### src/rtl/serial_frame_receiver.sv
// PS/2-style frame receiver: synchronise, debounce, fall-detect, then start/data/parity/stop FSM with timeout.
// Strobes rise DEBOUNCE_CYCLES+3 cycles after the raw stop-bit clock fall; no backpressure, words are simply overwritten.
module serial_frame_receiver #(
  parameter int DATA_BITS       = 8,
  parameter int DEBOUNCE_CYCLES = 8,
  parameter int TIMEOUT_CYCLES  = 5000,
  parameter bit PARITY_ODD      = 1'b1
) (
  input  logic                 CLK,
  input  logic                 RST,
  input  logic                 SERIAL_CLOCK,
  input  logic                 SERIAL_DATA,
  output logic [DATA_BITS-1:0] SCAN_CODE,
  output logic                 DATA_VALID,
  output logic                 PARITY_ERROR,
  output logic                 FRAME_ERROR,
  output logic                 TIMEOUT_ERROR,
  output logic                 BUSY
);

  localparam int DCW = $clog2(DEBOUNCE_CYCLES + 1);
  localparam int BCW = $clog2(DATA_BITS);
  localparam int TCW = $clog2(TIMEOUT_CYCLES);
  localparam logic [DCW-1:0] DEB_LAST = DCW'(DEBOUNCE_CYCLES - 1);
  localparam logic [BCW-1:0] BIT_LAST = BCW'(DATA_BITS - 1);
  localparam logic [TCW-1:0] TMO_LAST = TCW'(TIMEOUT_CYCLES - 1);

  typedef enum logic [1:0] {IDLE, DATA, PARITY, STOP} state_t;

  // Index 0 is the serial clock line, index 1 the serial data line.
  logic [1:0]     raw;
  logic [1:0]     sync1;
  logic [1:0]     sync2;
  logic [1:0]     deb;
  logic [DCW-1:0] deb_cnt [2];
  logic           clk_prev;
  logic           fall;
  logic           dat_db;

  state_t               state;
  logic [BCW-1:0]       bit_cnt;
  logic [TCW-1:0]       tmo_cnt;
  logic [DATA_BITS-1:0] shift;
  logic                 parity_bit;
  logic                 parity_ok;

  assign raw       = {SERIAL_DATA, SERIAL_CLOCK};
  assign fall      = clk_prev & ~deb[0];
  assign dat_db    = deb[1];
  assign parity_ok = ((^shift) ^ parity_bit) == PARITY_ODD;

  always_ff @(posedge CLK) begin
    if (RST) begin
      sync1      <= 2'b11;
      sync2      <= 2'b11;
      deb        <= 2'b11;
      deb_cnt[0] <= '0;
      deb_cnt[1] <= '0;
      clk_prev   <= 1'b1;
    end else begin
      sync1    <= raw;
      sync2    <= sync1;
      clk_prev <= deb[0];
      for (int i = 0; i < 2; i++) begin
        if (sync2[i] != deb[i]) begin
          if (deb_cnt[i] == DEB_LAST) begin
            deb[i]     <= sync2[i];
            deb_cnt[i] <= '0;
          end else begin
            deb_cnt[i] <= deb_cnt[i] + 1'b1;
          end
        end else begin
          deb_cnt[i] <= '0;
        end
      end
    end
  end

  always_ff @(posedge CLK) begin
    if (RST) begin
      state         <= IDLE;
      bit_cnt       <= '0;
      tmo_cnt       <= '0;
      shift         <= '0;
      parity_bit    <= 1'b0;
      SCAN_CODE     <= '0;
      DATA_VALID    <= 1'b0;
      PARITY_ERROR  <= 1'b0;
      FRAME_ERROR   <= 1'b0;
      TIMEOUT_ERROR <= 1'b0;
      BUSY          <= 1'b0;
    end else begin
      DATA_VALID    <= 1'b0;
      PARITY_ERROR  <= 1'b0;
      FRAME_ERROR   <= 1'b0;
      TIMEOUT_ERROR <= 1'b0;
      if (state == IDLE || fall) tmo_cnt <= '0;
      else                       tmo_cnt <= tmo_cnt + 1'b1;

      // A serial-clock fall always wins over an expiring timeout.
      if (fall) begin
        case (state)
          IDLE: begin
            if (!dat_db) begin
              state   <= DATA;
              bit_cnt <= '0;
              BUSY    <= 1'b1;
            end
          end
          DATA: begin
            shift   <= {dat_db, shift[DATA_BITS-1:1]};
            bit_cnt <= bit_cnt + 1'b1;
            if (bit_cnt == BIT_LAST) state <= PARITY;
          end
          PARITY: begin
            parity_bit <= dat_db;
            state      <= STOP;
          end
          STOP: begin
            if (!dat_db) begin
              FRAME_ERROR <= 1'b1;
            end else if (!parity_ok) begin
              PARITY_ERROR <= 1'b1;
            end else begin
              SCAN_CODE  <= shift;
              DATA_VALID <= 1'b1;
            end
            state <= IDLE;
            BUSY  <= 1'b0;
          end
          default: begin
            state <= IDLE;
            BUSY  <= 1'b0;
          end
        endcase
      end else if (state != IDLE && tmo_cnt == TMO_LAST) begin
        TIMEOUT_ERROR <= 1'b1;
        state         <= IDLE;
        BUSY          <= 1'b0;
        shift         <= '0;
        tmo_cnt       <= '0;
      end
    end
  end

endmodule

### config.mk
export PLATFORM = sky130hd
export DESIGN_NAME = serial_frame_receiver
export DESIGN_NICKNAME = d
export VERILOG_FILES = /design/src/rtl/serial_frame_receiver.sv
export SDC_FILE = /design/constraint.sdc
export NUM_CORES = 1
export LEC_CHECK = 0
export CORE_ASPECT_RATIO = 1.4
export CORE_MARGIN = 2
export CORE_UTILIZATION = 40
export DETAILED_ROUTE_END_ITERATION = 10
export HOLD_SLACK_MARGIN = 0.1
export PLACE_DENSITY = 0.67
export SYNTH_ARGS = -nofsm -noshare
export SYNTH_HDL_FRONTEND = slang
export SYNTH_SLANG_ARGS = --single-unit
### constraint.sdc
create_clock -name CLK -period 3.7 [get_ports CLK]
set_input_delay 0.74 -clock CLK [delete_from_list [all_inputs] [get_ports CLK]]
set_output_delay 0.74 -clock CLK [all_outputs]
set_load 0.005 [all_outputs]
==> Word level (Yosys, flattened, before mapping) <==
Memory sizes are Yosys's and may differ from the RTL's.
Cells that the tools add are included.
{ "totals": {"reg_bits": 47, "latch_bits": 0, "ramBits": 8, "rom_bits": 0, "input_bits": 4, "output_inout_bits": 13, "elab_cells": 116, "n_memories": 1} }
{ "op_classes": {"addsub": 4, "multipliers": 0, "n_div": 0, "magnitude_cmp": 0, "n_eq_ne": 14, "shifts": 0, "muxes": 51, "bitwise_logic": 12, "reduce_logical": 18} }
{ "mem_list": {"columns": ["name", "depth", "word_bits", "read_ports", "rd_clocked_by_memory_dff", "wr", "line", "rtl"], "rows": [
  ["deb_cnt", 2, 4, 2, 0, 2, "35", "logic [DCW-1:0] deb_cnt [2];"]
]} }
{ "ops": {"columns": ["cell", "count"], "rows": [
  ["$mux 13", 3],
  ["$mux 1", 31],
  ["$mux 4", 6],
  ["$mux 8", 3],
  ["$add 13x1->13 const B", 1],
  ["$eq 13x13->1 const B", 1],
  ["$reduce_and 3->1", 3],
  ["$add 4x1->4 const B", 2],
  ["$eq 4x3->1 const B", 2],
  ["$mux 2", 4],
  ["$pmux 2 s4", 1],
  ["$reduce_and 2->1", 4],
  ["$reduce_xor 8->1", 1],
  ["$ne 3x3->1 const B", 2],
  ["$or 1x1->1", 6],
  ["$pmux 3 s2", 1],
  ["$reduce_bool 2->1", 3],
  ["$eq 2x2->1 const B", 2],
  ["$not 1->1", 4],
  ["$reduce_and 4->1", 1],
  ["$reduce_or 4->1", 1],
  ["$add 3x1->3 const B", 1],
  ["$eq 3x3->1 const B", 1],
  ["$mux 3", 1],
  ["other kinds (13)", 14]
]} }

==> Depth between registers and ports, before layout <==
{ "depth": {"depth_word": 8, "depth_mapped": 7, "depth_no_buf": 6} }

==> Least setup slack after synthesis <==
OpenSTA, ideal clock, no wires.
{ "synth_timing": {"path_kind": "input -> register", "from": "input RST", "to": "register tmo_cnt[10]", "setup_ns": 0.065, "t_arrival_ns": 1.715, "t_required_ns": 3.635, "path_slack_ns": 1.920, "path_stages": 5, "n_path_buf": 2, "path_cell_list": "clkbuf_1 > or3_1 > nand2b_1 > clkbuf_1 > nor2_1"} }
{ "synth_lines": {"columns": ["item", "line", "rtl"], "rows": [
  ["from (decl)", "10", "input logic RST,"],
  ["to (signal assigned)", "98", "else tmo_cnt <= tmo_cnt + 1'b1;"],
  ["to (decl)", "42", "logic [TCW-1:0] tmo_cnt;"]
]} }

==> Worst setup path after layout <==
{ "layout_timing": {"from": "register tmo_cnt[0]", "to": "register tmo_cnt[2]"} }
{ "layout_between": {"elab_chain_cells": 4, "elab_cells_between_ends": 6, "cone_classes": "add/sub: 1; eq/ne: 1; mux: 3; reduce/logical: 1"} }
{ "layout_rtl": {"columns": ["item", "line", "rtl"], "rows": [
  ["$add 13x1->13 / $eq 13x13->1 (equally long branches)", "98, 136", null],
  ["$mux 13 / $logic_and 1x1->1 (equally long branches)", "97, 136", null],
  ["$mux 13", "136", "end else if (state != IDLE && tmo_cnt == TMO_LAST) begin"],
  ["$mux 13 (*)", "101", "if (fall) begin"]
]} }
Mark *: on every way between the ends. The rest lies on a longest branch, timed or not.
A chain may end at the register's enable or synchronous reset.

==> results.cfg <==
[outcome]
run_status = finished clean

[power_and_ir_drop]
vdd_drop_max_mv = 0.236
report.power.total_uw = 1130
p_leak_uw = 0.000999
power_per_cell_area_nw_per_um2 = 392

[hold_path]
hold_path.startpoint = sync1[0]$_SDFF_PP1_
worst_hold_path_type = flip-flop to flip-flop

[placement]
number_of_placed_cells_counting_well_taps = 348
dpl.hpwl_mm = 3.08
gp_congestion = 0.806
place.port_buffers = 16

[routing]
post_drt_via_cell_ratio = 5.15
detail_route.iter0.violations = 86
route.detailed.drc = 0
detail_route.first_pass.iterations = 5
routed-wl-met2_mm = 2.25
m1WireLength_mm = 2.04
totalWireLength_mm = 4.51
route.antenna.remaining_nets = 0
met3RoutedLength_um = 128
wire_per_inst_um = 12.7
top_layer = met4
route.vias.total = 1833

[synth]
synth_async_sr_flop_share = 0
post_synthesis_sequential_area_ratio = 0.468
post_synth_edffs = 8
postSynthCellCount = 264
synthesis.area_um2 = 2520
syn_avg_cell_area_um2 = 9.55
synthDistinctLibCells = 38
synth.yosys.warnings = 0
dominantRegCellSynth = sky130_fd_sc_hd__dfxtp_1
synth-seq-cells = 55

[sta]
timing.final.max_slew_violations = 0
unrepaired_setup_endpoints_after_global_routing = false
finalSetupViolations = 0
setup_tns_ns = 0
timing.final.crit_share = 0.592
max_slew.worst_pin.slew_ns = 0.763
timing.clock.skew_ns = 0.00583
fmax_mhz = 456
final-hold-violation-count = 0
worst_slew_margin_rel = 0.491
min_period_ns = 2.19

[critical_path]
worst-path-buf-inv = 0
critical_path.slowest_cell = sky130_fd_sc_hd__nand2b_1
setup.worst_path.class = flip-flop to flip-flop
critPathMaxStageDelay_ns = 0.59
setup.worst_path.start_class = flip-flop
path_max_fanout = 13
crit_path_start = tmo_cnt[0]$_SDFF_PP0_
timing.critical_path.to_type = flip-flop
crit_path_cell_trace = ha_1, and4b_1, nand4_1, nand2b_1, nor2_1
crit_arrival_ns = 2.38
delay_heaviest_family_cp = simple AND/OR/NAND/NOR gates
cp.required_ns = 3.89
critical_path.reg2reg.startpoint = tmo_cnt[0]$_SDFF_PP0_

[cells_and_area]
area_growth_pct = 14.5
final_util = 0.468
sequential_cell_area_um2 = 1180
instances_no_fill = 356
multiInputGateArea_um2 = 1300
fillerInstances = 608
final_layout_size_suffix_gt1_frac = 0.0528
antenna_cells = 0
finish.net_count = 296

[floorplanning]
dieArea_um2 = 6960
starting_utilization_of_the_core_area = 0.409
overall_die_width_um = 71.1
fp.coreArea_um2 = 6170
row_count = 34
io_pins = 17
die_y_um = 97.9

[job]
timing.max_cap.violations = 0

[cts]
clk_root_buffer_cell = sky130_fd_sc_hd__clkbuf_8
clock_latency_ns = 0.31
cts_num_sinks = 55
post_cts_hold_buffer_count = 0
cts_max_path_buffers = 2
clkSlewWorstSetupHoldPaths_ns = 0.10
cts-resized-gates = 0
cts_tree = built
tritoncts.num_buffers = 5
ctsHtreeMaxLevel = 2
cts.repair_timing.setup_buffer_count = 0

[global_routing]
groute.usage.overall = 0.132
pin_count_of_the_biggest_net_entering_global_routing = 45
antenna_found_initial = 0
grt_first_pass_wirelength_mm = 7.49
grt_overflow_total = 0
first_global_vias = 1697
[through the flow]
step           area (um^2)  setup WS, ns  hold WS [ns]
6_report              2890          1.51         0.409
5_1_grt               2890          1.33         0.426
4_1_cts               2890          1.48         0.415
3_5_place_dp          2760          1.46         0.394
3_3_place_gp          2760          1.46         0.392
2_1_floorplan         2550          1.92         0.389
[sequential cells by signal, indices dropped and copies added, names as in the netlist, 2 cells and up]
| register | count |
|---|---|
| deb | 2 |
| deb_cnt | 8 |
| sync2 | 2 |
| state | 2 |
| shift | 8 |
| sync1 | 2 |
| bit_cnt | 3 |
| SCAN_CODE | 8 |
| tmo_cnt | 13 |
[cell usage in the layout (no fill, tap or decap), types with 3 or more instances in the layout]
cell	netlist	layout
sky130_fd_sc_hd__nand2b_1	17	17
sky130_fd_sc_hd__dfxtp_1	47	47
sky130_fd_sc_hd__a31oi_1	3	3
sky130_fd_sc_hd__o211ai_1	10	10
sky130_fd_sc_hd__conb_1	1	8
sky130_fd_sc_hd__ha_1	9	9
sky130_fd_sc_hd__or2_2	5	5
sky130_fd_sc_hd__inv_1	5	5
sky130_fd_sc_hd__nor2b_1	5	5
sky130_fd_sc_hd__xnor2_1	12	12
sky130_fd_sc_hd__nand2_1	23	23
sky130_fd_sc_hd__nor4_1	3	3
sky130_fd_sc_hd__o21ai_0	4	4
sky130_fd_sc_hd__nor3_1	4	4
sky130_fd_sc_hd__clkbuf_8	0	5
sky130_fd_sc_hd__clkdlybuf4s50_1	0	16
sky130_fd_sc_hd__xor2_1	8	8
sky130_fd_sc_hd__edfxtp_1	8	8
sky130_fd_sc_hd__nand3_1	8	8
sky130_fd_sc_hd__or3_1	4	4
sky130_fd_sc_hd__mux2i_1	10	10
sky130_fd_sc_hd__nor2_1	29	29
sky130_fd_sc_hd__nand4_1	5	5
sky130_fd_sc_hd__and3_1	3	3
sky130_fd_sc_hd__a21oi_1	10	10
[cell usage after synthesis (9+ instances only)]
master / instances / area [um^2]
sky130_fd_sc_hd__nand2b_1: 17 / 106
sky130_fd_sc_hd__nor2_1: 29 / 109
sky130_fd_sc_hd__mux2i_1: 10 / 100
sky130_fd_sc_hd__ha_1: 9 / 113
sky130_fd_sc_hd__nand2_1: 23 / 86.3
sky130_fd_sc_hd__clkbuf_1: 12 / 45.0
sky130_fd_sc_hd__dfxtp_1: 47 / 941
sky130_fd_sc_hd__a21oi_1: 10 / 50.1
sky130_fd_sc_hd__xnor2_1: 12 / 105
sky130_fd_sc_hd__o211ai_1: 10 / 75.1
[worst paths after layout]
| path | depth (start not counted) | endpoint | slack [ns] |
|---|---|---|---|
| worst max-delay path | 5 | tmo_cnt[2]$_SDFF_PP0_ | 1.51 |
| worst min-delay path | 1 | sync2[0]$_SDFF_PP1_ | 0.41 |
| worst max register to register | 5 | tmo_cnt[2]$_SDFF_PP0_ | 1.51 |
| worst min register to register | 1 | sync2[0]$_SDFF_PP1_ | 0.41 |
[metal layers]
layer	GRT usage	vias up
met1	0.151	851
met4	0.0479	0
met5	0	-
li1	-	944
met3	0.0310	9
met2	0.236	29
[final cells by class]
class / count / area share
multi-input cells: 199 / 0.451
flip-flops and latches: 55 / 0.409
repair buffers: 17 / 0.0581
clock buffers: 7 / 0.0338
well taps: 72 / 0.0312
clock inverters: 1 / 0.0104
inverters: 5 / 0.00650
[kinds of logic (layout without fill, tap and decap cells)]
kind of cell / count (synthesis) / count (layout) / share of synthesized area
and+or+nand+nor: 114 / 114 / 0.231
DFF: 55 / 55 / 0.468
AOI/OAI and AO/OA: 35 / 35 / 0.0928
xor gates and xnor gates: 22 / 22 / 0.0878
buffers and inverters: 17 / 30 / 0.0253
muxes: 11 / 11 / 0.0486
adders and majority gates: 9 / 9 / 0.0447
other: 1 / 8 / 0.00149
[where the power goes]
| group | switching, uW | total (uW) | internal, uW |
|---|---|---|---|
| clock | 197 | 440 | 243 |
| combinational | 45.7 | 69.0 | 23.2 |
| sequential | 8.43 | 624 | 616 |
(Power assumes the default switching activity.)
==> patch (same flow settings) <==
Make the reset (`RST`) asynchronous in 2 clocked blocks.
--- a/src/rtl/serial_frame_receiver.sv
+++ b/src/rtl/serial_frame_receiver.sv
@@ -51,3 +51,3 @@
 
-  always_ff @(posedge CLK) begin
+  always_ff @(posedge CLK or posedge RST) begin
     if (RST) begin
@@ -78,3 +78,3 @@
 
-  always_ff @(posedge CLK) begin
+  always_ff @(posedge CLK or posedge RST) begin
     if (RST) begin
Formal check against the unedited RTL: same outputs for any inputs over 10 cycles, from zero or initial values and one cycle with RST high; that may be too few to reach the edited logic, so the function may still have changed.
==> patch against the unedited design <==
Synthesized area is 2.6% lower. Setup slack better by 0.15 ns. Fmax is 7.2% higher. Routed wire length is 16% lower. Final area is 3.3% lower. Sequential cell count stayed put. Hold slack worse by 0.048 ns.
Power is not compared: it rests on default switching activity, and its combinational part moved more than twofold at a synthesized area within 25%.
==> patch: results (changes against the unedited design) <==
- Fillcell total: 575 (-5.4%)
- Status: finished clean
- FF-to-FF End: SCAN_CODE[3]
- DR iter-0 viols: 100 (+16%)
- Pre-Repair DR Iteration Count: 4 (-1)
- CTS root buf: clkbuf_8
- Clock Skew: 0.007801 ns (+0.001968 ns)
- Vias in the first global route: 1,491 (-12%)
- Final net count: 242 (-18%)
- Top_reg_cell synth: dfrtp_1
- CTS Buf Count: 5 (unchanged)
- Initial antenna violation count: 0 (unchanged)
- Post_cts resized: 0 (unchanged)
- Inst Count DP: 292 (-16%)
- Port buffer count: 16 (unchanged)
- Reg power frac: 57.9%
- Hold-critical path depth: 0 (-1)
- R2R Path Start: shift[3]
- Largest cells by area after synthesis: dfrtp_1, dfstp_2, mux2_2
- Pre-CTS WS: 1.659 ns (+0.1969 ns)
- Most flop-heavy register: tmo_cnt
- Worst min-delay path startpoint: sync1[0]
- Worst hold path class: reg2reg
- Dpl hpwl: 2.662 mm (-14%)
- Flip-flop count of the largest register after layout: 13 (unchanged)
- Largest net degree at the start of global routing: 56 (+24%)
- Post-synthesis sequential area ratio: 56.42% (+9.6 points)
- Routability congestion estimate: 0.8028 (-0.38%)
- WL/cell: 12.64 µm (-0.32%)
- Setup repair bufs after CTS: 0 (unchanged)
- Yosys cell types: 35 (-7.9%)
- Worst-Skew Late Latency: 0.31 ns (about the same)
- CTS Buffer Depth: 2 (unchanged)
- Diodes inserted: 0 (unchanged)
- Final Util: 47.28% (+0.46 points)
- Share of layout cells above drive strength 1: 14.35% (+9.1 points)
- GRT overflow: 0 (unchanged)
- Global Route Usage Sum: 12.37% (-0.82 points)
- Synthesized area per cell: 11.75 µm² (+23%)
- Most common library cells after synthesis: dfrtp_1, nor2_1, nand2_1
- Hold worst-path end: sync2[0]
- Placed standard-cell area: 0.002699 mm² (-2.2%)
- Leakage: roughly 1.3 nW
- Post-Route WL: 3.791 mm (-16%)
- Mapped Nets: between 200 and 250
- Via density: 5.120 (-0.56%)
- First-pass GRT wire length: 6.693 mm (-11%)
- Async SR Flop Fraction: 100.0% (+100 points)
- Worst vdd ir: approximately 210 µV
- Max H-tree Level: 2 (unchanged)
- Reg clk slew, reported paths: 0.10 ns (about the same)
- Max Fanout on Critical Path: 9 (-4)
- Arr. time, crit path: 2.25 ns (-0.13 ns)
- Worst slew pin tran: 0.6647 ns (-0.09790 ns)
-- patch: final cells by class --
class                      count  area share [%]
clock buffer                   5           2.465
clock inverter                 3          0.8516
inverter                       7          0.9413
multi-input combinational    142           36.71
sequential                    55           49.62
tap                           70           3.138
timing repair buffer          18           6.275
-- patch: cells by family (layout without fill, tap and decap cells) --
kind of cell    Yosys count  in the layout  share of synthesized area, %
compound gates           25             25                         7.136
xor+xnor                 20             20                         8.002
fa+ha+maj                 9              9                         4.587
buf+inv                  12             33                         1.835
flops                    55             55                         56.42
mux                      14             14                         6.269
simple gates             74             74                         15.75
-- patch: worst max-delay path by stage --
stage	startpoint	slack, ns	to
4_1_cts	shift[3]	1.64	SCAN_CODE[3]
6_report	shift[3]	1.66	SCAN_CODE[3]
3_3_place_gp	clk_prev	1.70	shift[1]
5_1_grt	tmo_cnt[0]	1.44	shift[1]
3_5_place_dp	shift[3]	1.66	SCAN_CODE[3]
2_1_floorplan	RST	1.63	BUSY
-- patch: per-layer routing --
layer / GRT usage, % / vias to the layer above / wire length, µm
li1: - / 760 / -
met1: 15.10 / 742 / 1738
met2: 20.00 / 25 / 1842
met3: 2.917 / 9 / 112
met4: 6.805 / 0 / 97
met5: 0 / - / 0
-- patch: stage by stage --
| stage | hold WS [ns] | total power, mW |
|---|---|---|
| after floorplan | 0.3452 | 0.8897 |
| after global placement | 0.3458 | 0.9441 |
| after detailed placement | 0.3496 | 0.9503 |
| after CTS | 0.3640 | 1.291 |
| after global routing | 0.3707 | 1.354 |
| final | 0.3612 | 1.267 |
-- patch: worst max-delay path, stage by stage, from the launching register on --
cell,delay [ns]
dfrtp_1,0.44
xnor2_1,0.20
xnor3_1,0.46
xnor2_2,0.29
nand4_4,0.23
mux2_2,0.33
